===== config.mk =====
export PLATFORM = sky130hd
export DESIGN_NAME = jellyvl_stream_arbiter
export DESIGN_NICKNAME = d
export VERILOG_FILES = /design/src/rtl/jellyvl_stream_arbiter.sv
export SDC_FILE = /design/constraint.sdc
export NUM_CORES = 1
export LEC_CHECK = 0
export CAP_MARGIN = 10
export CORE_ASPECT_RATIO = 0.8
export CORE_MARGIN = 2
export CORE_UTILIZATION = 43
export DETAILED_ROUTE_END_ITERATION = 6
export PLACE_DENSITY_LB_ADDON = 0.15
export SLEW_MARGIN = 0
export SYNTH_ARGS = -nofsm -noshare
export SYNTH_HDL_FRONTEND = slang
export SYNTH_SLANG_ARGS = --single-unit

===== constraint.sdc =====
create_clock -name clk -period 3.1 [get_ports clk]
set_clock_uncertainty 0.05 [all_clocks]
set_input_delay 0.775 -clock clk [delete_from_list [all_inputs] [get_ports clk]]
set_output_delay 0.775 -clock clk [all_outputs]
set_load 0.05 [all_outputs]

===== src/rtl/jellyvl_stream_arbiter.sv =====
// Round-robin N:1 stream arbiter with optional packet lock.
// Registered output stage; ready is combinational from grant state.
module jellyvl_stream_arbiter #(
  parameter int NUM         = 4,
  parameter int DATA_BITS   = 8,
  parameter int ID_BITS     = $clog2(NUM),
  parameter int PACKET_LOCK = 1
) (
  input  logic                     reset,
  input  logic                     clk,
  input  logic                     cke,
  input  logic [NUM*DATA_BITS-1:0] s_data,
  input  logic [NUM-1:0]           s_last,
  input  logic [NUM-1:0]           s_valid,
  output logic [NUM-1:0]           s_ready,
  output logic [ID_BITS-1:0]       m_id,
  output logic [DATA_BITS-1:0]     m_data,
  output logic                     m_last,
  output logic                     m_valid,
  input  logic                     m_ready
);

  typedef enum logic {
    IDLE = 1'b0,
    BUSY = 1'b1
  } state_t;

  state_t state;
  state_t state_next;

  logic [ID_BITS-1:0]   rr_ptr;
  logic [ID_BITS-1:0]   lock_id;
  logic [ID_BITS-1:0]   grant;
  logic [ID_BITS-1:0]   grant_inc;
  logic [ID_BITS:0]     idx;
  logic                 grant_en;
  logic                 out_ready;
  logic                 s_xfer;
  logic                 sel_last;
  logic [DATA_BITS-1:0] sel_data;

  // Reset also blocks acceptance so nothing is consumed during reset
  assign out_ready = (!m_valid || m_ready) && cke && !reset;

  always_comb begin
    grant    = '0;
    grant_en = 1'b0;
    idx      = '0;
    if (state == BUSY) begin
      grant    = lock_id;
      grant_en = 1'b1;
    end else begin
      for (int k = 0; k < NUM; k++) begin
        idx = {1'b0, rr_ptr} + (ID_BITS+1)'(k);
        if (idx >= (ID_BITS+1)'(NUM)) begin
          idx = idx - (ID_BITS+1)'(NUM);
        end
        if (!grant_en && s_valid[idx[ID_BITS-1:0]]) begin
          grant    = idx[ID_BITS-1:0];
          grant_en = 1'b1;
        end
      end
    end
  end

  assign sel_data = s_data[grant*DATA_BITS +: DATA_BITS];
  assign sel_last = s_last[grant];
  assign s_xfer   = grant_en && out_ready && s_valid[grant];

  assign grant_inc = (grant == ID_BITS'(NUM-1))
                   ? '0 : grant + 1'b1;

  always_ff @(posedge clk) begin
    if (reset) begin
      state <= IDLE;
    end else if (cke) begin
      state <= state_next;
    end
  end

  always_comb begin
    state_next = state;
    if (s_xfer && PACKET_LOCK != 0) begin
      state_next = sel_last ? IDLE : BUSY;
    end
  end

  always_comb begin
    s_ready = '0;
    if (grant_en && out_ready) begin
      s_ready[grant] = 1'b1;
    end
  end

  always_ff @(posedge clk) begin
    if (reset) begin
      rr_ptr  <= '0;
      lock_id <= '0;
    end else if (s_xfer) begin
      if (PACKET_LOCK == 0 || sel_last) begin
        rr_ptr <= grant_inc;
      end
      if (PACKET_LOCK != 0 && !sel_last) begin
        lock_id <= grant;
      end
    end
  end

  always_ff @(posedge clk) begin
    if (reset) begin
      m_valid <= 1'b0;
      m_last  <= 1'b0;
      m_id    <= '0;
      m_data  <= '0;
    end else if (out_ready) begin
      m_valid <= s_xfer;
      if (s_xfer) begin
        m_last <= sel_last;
        m_id   <= grant;
        m_data <= sel_data;
      end
    end
  end

endmodule


== Yosys cells after proc, flatten, opt, wreduce, memory -nomap -nowiden ==
Cells that the tools add are included.

* Add/sub/neg operators: 8
* $lt $le $gt $ge: 10
* Equal/unequal tests: 1
* Shift-type cells: 1
* Mux-type cells: 38
* Bitwise gates (word level): 1
* Reduce and logical (&&, ||, !) cells: 18

{| class="wikitable"
|+ Operators by type and width
! operator !! count
|-
| $shiftx A32 B6 Y8 || 1
|-
| $mux W2 || 14
|-
| $mux W1 || 16
|-
| $lt A2 B3 Y1 const B || 5
|-
| $bmux W1 S2 || 6
|-
| $ge A3 B3 Y1 const B || 3
|-
| $logic_and A1 B1 Y1 || 8
|-
| $reduce_and A2 Y1 || 4
|-
| $sub A2 B1 Y2 const B || 4
|-
| $add A2 B2 Y3 const B || 2
|-
| $logic_not A1 Y1 || 5
|-
| $mux W4 || 1
|-
| $add A2 B1 Y3 const B || 1
|-
| $ge A2 B3 Y1 const B || 1
|-
| $add A2 B1 Y2 const B || 1
|-
| $demux W1 S2 || 1
|-
| $eq A2 B2 Y1 const B || 1
|-
| $ge A2 B1 Y1 const B || 1
|-
| $logic_or A1 B1 Y1 || 1
|-
| $not A1 Y1 || 1
|}

* Register bits: 17
* Input bits: 44
* Output and inout port bits: 16
* Logic and storage cells: 84

== Longest topological paths before layout ==
* Word-level depth: 24
* Depth in mapped cells: 9
* Gate-level depth less buffers: 7

== Worst setup path before layout ==
Ideal clock, no wire load.

* Path type: input to output
* Start point: input s_valid[1]
* End point: output s_ready[0]
* Arrival: 2.662 ns
* Data required time: 2.275 ns
* Path slack: -0.387 ns
* Cell stages on the path: 9
* Buffers on the path: 3
* Cells stage by stage: buf_2 nand2_1 a311o_1 and3_1 buf_2 buf_4 inv_1 nand2_1 nor2_1

* Word-level cells in the longest chain between the ends: 21
* Elaborated cells between the ends (all ways): 34
* Those cells by class: 2 x order compare; 24 x mux; 8 x reduce/logical

{| class="wikitable"
|+ Ends and longest elaborated chain
! what !! RTL line !! RTL
|-
| start: declaration || 14 || <nowiki>input logic [NUM-1:0] s_valid,</nowiki>
|-
| $bmux W1 S2 || 58 || <nowiki>if (!grant_en && s_valid[idx[ID_BITS-1:0]]) begin</nowiki>
|-
| $mux W1 (implied by the code) || 58 ||
|-
| $mux W1 || 58 ||
|-
| $mux W1 || 49 || <nowiki>if (state == BUSY) begin</nowiki>
|-
| $logic_not A1 Y1 || 58 ||
|-
| $logic_and A1 B1 Y1 || 58 ||
|-
| $mux W1 || 58 ||
|-
| $mux W1 || 49 ||
|-
| [... 5 more ...] || n/a ||
|-
| $logic_and A1 B1 Y1 || 58 ||
|-
| $mux W2 || 58 ||
|-
| $mux W2 || 49 ||
|-
| $lt A2 B3 Y1 (implied by the code) or $ge A2 B1 Y1 (tied branches) || 91 || <nowiki>s_ready[grant] = 1'b1;</nowiki>
|-
| $logic_and A1 B1 Y1 (implied by the code) || 91 ||
|-
| $mux W1 (implied by the code) || 91 ||
|-
| $demux W1 S2 || 91 ||
|-
| $mux W4 * || 90 || <nowiki>if (grant_en && out_ready) begin</nowiki>
|-
| end: declaration || 15 || <nowiki>output logic [NUM-1:0] s_ready,</nowiki>
|}

Every way passes the cells marked *; elsewhere a longest branch is shown, timed or not. The select of a mux whose other input is x is not followed.

== Worst setup path after layout ==
* Start point: input s_valid[3]
* End point: output s_ready[3]

* Word-level cells in the longest chain between the ends: 21
* Elaborated cells between the ends (all ways): 34
* Those cells by class: 2 x order compare; 24 x mux; 8 x reduce/logical

{| class="wikitable"
|+ Ends and longest elaborated chain
! what !! RTL line !! RTL
|-
| $bmux W1 S2 || 58 ||
|-
| $mux W1 (implied by the code) || 58 ||
|-
| $mux W1 || 58 ||
|-
| $mux W1 || 49 ||
|-
| $logic_not A1 Y1 || 58 ||
|-
| $logic_and A1 B1 Y1 || 58 ||
|-
| $mux W1 || 58 ||
|-
| $mux W1 || 49 ||
|-
| [... 6 more ...] || n/a ||
|-
| $mux W2 * || 58 ||
|-
| $mux W2 * || 49 ||
|-
| named net grant[0] || 33 || <nowiki>logic [ID_BITS-1:0] grant;</nowiki>
|-
| $lt A2 B3 Y1 (implied by the code) or $ge A2 B1 Y1 (tied branches) || 91 ||
|-
| $logic_and A1 B1 Y1 (implied by the code) || 91 ||
|-
| $mux W1 (implied by the code) || 91 ||
|-
| $demux W1 S2 * || 91 ||
|-
| $mux W4 * || 90 ||
|}

Mark *: on every way through the listed nets, which the timed path passes. The rest lies on a longest branch. The select of a mux whose other input is x is not followed.

==> flow_metrics.tcl <==
set metrics [dict create \
    reg2reg_from "rr_ptr[1]" \
    status "finished clean" \
    cts_root_buf "clkbuf_8" \
    fp.dieH_um 56.2 \
    min_period_over_period 0.983 \
    vias_per_cell 5.64 \
    clk_pin_slew_ns 0.06 \
    drv_slew 0 \
    cp-start-kind "input pin" \
    slowest_delay_ns 0.49 \
    rrSetupSlack_ns 0.65 \
    grt_max_degree 14 \
    num_vias 1693 \
    hold_path.class "reg -> reg" \
    fin_total_pwr_uw 939 \
    grt_pass1_wl_um 8330 \
    critPathRequiredTime_ns 2.27 \
    hold_depth 2 \
    syn_inst 177 \
    whs_ns 0.417 \
    drtIter0Drc 161 \
    nets 307 \
    synthTopCellsByArea "dfxtp_1 (23%), mux2i_1 (18%), mux2_2 (7.7%)" \
    routed_wl_um 4940 \
    final_cell_count_no_fill 300 \
    worst_pin_slew_ns 0.534 \
    fin_ws_ns 0.0535 \
    clockBufferDepth 2 \
    place_hpwl_um 3910 \
    grt_usage 0.260 \
    insertion_delay_ns 0.25 \
    gr-total-overflow 0 \
    core-area_sq_mm 0.00318 \
    relSlewSlack 0.643 \
    cp.arrival_ns 2.22 \
    placed_cell_area_sq_mm 0.00233 \
    ir_drop_v 0.000283 \
    num_io_pins 60 \
    drcViolationCount 0 \
    die_w_um 69.3 \
    ys_ff_latch 17 \
    synth.largest_area_cell "dfxtp_1" \
    io_buffers 59 \
    dp.cells 295 \
    cp_num_buf_inv 3 \
    finalWeightedCongestion 0.909 \
    dominantRegCellSynth "dfxtp_1" \
    fp.dieArea_sq_mm 0.00390 \
    start_util 0.462 \
    r2r-end "rr_ptr[1]" \
    setup_viol 0 \
    holdPathEnd "m_data[1]" \
    p_leak_uw 0.00102 \
    crit_start "s_valid[3]" \
    wl_per_cell_um 16.5 \
    critPathKind "in -> out" \
    stdcell_area_sq_mm 0.00243 \
    layout_min_cycle_time_ns 3.05 \
    syn2layout_area_growth_pct 65.6 \
    max_freq_mhz 328 \
    hold_viol 0 \
    pre_cts_ws_ns -0.356 \
    drive_gt1_frac 0.277 \
    synth-edff-count 0 \
    ys_warn_count 0 \
    syn-cell-area_sq_mm 0.00147 \
    synth_area_per_cell_sq_um 8.28 \
    path_cells "clkdlybuf4s15_1 > nor2_1 > or4b_4 > and3_4 > inv_2 > ha_2 > and2_4 > buf_12" \
    cts-buffers-inserted 3 \
    h-tree-depth 1 \
    synthesis.nets 223 \
    drv_cap 0 \
    yosysTopAreaCellShare 0.232 \
    yosysUniqueCellTypes 44 \
    clock-sinks 17 \
    crit_path_top_delay_cell "or4b_4" \
    power_density_mw_per_mm2 387 \
    critPathTopFamily "simple AND/OR/NAND/NOR gates" \
    first_global_vias 1781 \
    cts_tree "built" \
    antenna_found_initial 0 \
    rows 18 \
    cp_max_fo 4 \
    ys_seq_area_frac 0.232 \
    hold_path_startpoint "m_data[1]" \
    antenna_left 0 \
    r2r_cells 7 \
    n_antenna_cell 0 \
    drt-pass1-iter-count 4 \
    worstSetupEndpointType "primary output" \
    async_flop_share 0 \
]
==> Yosys cell counts (2+ instances only) <==
cell type / instances
clkbuf_1: 3
and3_1: 3
a31oi_1: 6
a21oi_1: 6
o21ai_0: 2
nor2b_1: 3
nand2b_1: 8
mux2_2: 10
a211oi_1: 5
o41ai_1: 2
mux2i_1: 26
nand3_1: 3
buf_4: 2
dfxtp_1: 17
buf_2: 8
nor3b_1: 2
a32oi_1: 2
ha_1: 2
nand2_1: 18
and2_1: 3
a21o_1: 2
nor3_1: 2
inv_1: 9
nor2_1: 13
==> worst max path at each step <==
| stage | endpoint | depth (start not counted) |
|---|---|---|
| CTS | s_ready[2] | 8 |
| floorplan | s_ready[0] | 9 |
| global placement | s_ready[3] | 8 |
| finish | s_ready[3] | 8 |
| global route | s_ready[0] | 7 |
| detailed placement | s_ready[3] | 8 |
==> per-stage QoR <==
stage | setup TNS (ns) | util
after detailed placement | -2.96 | 0.734
after global placement | -2.11 | 0.734
after global routing | -0.00165 | 0.765
final | 0 | 0.765
after floorplan | -0.00850 | -
after CTS | 0 | 0.760
==> cells by family (layout without fill, tap and decap cells) <==
family          count (synthesis)  in the layout  share of synthesized area
simple gates                   64             64                      0.238
buf+inv                        22            105                     0.0683
compound gates                 35             35                      0.180
fa+ha+maj                       2              2                     0.0171
mux                            37             37                      0.265
flops                          17             17                      0.232
==> metal layers <==
metal / vias to the layer above / track usage / part of all wire
met1: 806 / 0.317 / 0.42
met5: - / 0 / 0
met3: 4 / 0.0634 / 0.076
met2: 73 / 0.460 / 0.49
li1: 810 / - / -
met4: 0 / 0.0616 / 0.012
==> repair_timing <==
action / 4_1_cts / 5_1_grt
setup buffers: 0 / 1
endpoints found under the setup margin: 6 / 4
resized for setup: 28 / 5
pin swaps: 2 / 2
hold buffers: 0 / 0
==> state kept, by name (all words and copies together), names as in the netlist <==
| register | count |
|---|---|
| state | 1 |
| lock_id | 2 |
| m_last | 1 |
| m_valid | 1 |
| m_id | 2 |
| rr_ptr | 2 |
| m_data | 8 |
==> report_power, final <==
part / internal (uW) / switching (uW) / leakage, uW
logic: 253 / 259 / 0.000863
clock network: 91.0 / 72.0 / 0.0000228
registers: 244 / 19.5 / 0.000139
==> cells in the final DEF, fill, tap and decap left out, types with 5 or more instances in the layout <==
cell type | Yosys | routed
nor2_1 | 13 | 11
nand2b_1 | 8 | 8
a31oi_1 | 6 | 6
a211oi_1 | 5 | 5
a21oi_1 | 6 | 6
mux2_2 | 10 | 10
dfxtp_1 | 17 | 17
buf_4 | 2 | 30
mux2i_1 | 26 | 26
clkdlybuf4s50_1 | 0 | 51
nand2_1 | 18 | 17
inv_1 | 9 | 8
==> final cells by class <==
| cell class | count | area (sq um) |
|---|---|---|
| clock buffer | 4 | 45.0 |
| fill | 208 | 747 |
| inverter | 9 | 33.8 |
| multi-input combinational | 138 | 1090 |
| sequential | 17 | 340 |
| tap | 40 | 50.0 |
| timing repair buffer | 92 | 870 |
==> worst min-delay path, cell delays in order, from the launching register on <==
cell and delay (ns):
dfxtp_1 0.31, nand2_1 0.05, mux2i_1 0.06
Power figures use the tool's default switching activity.
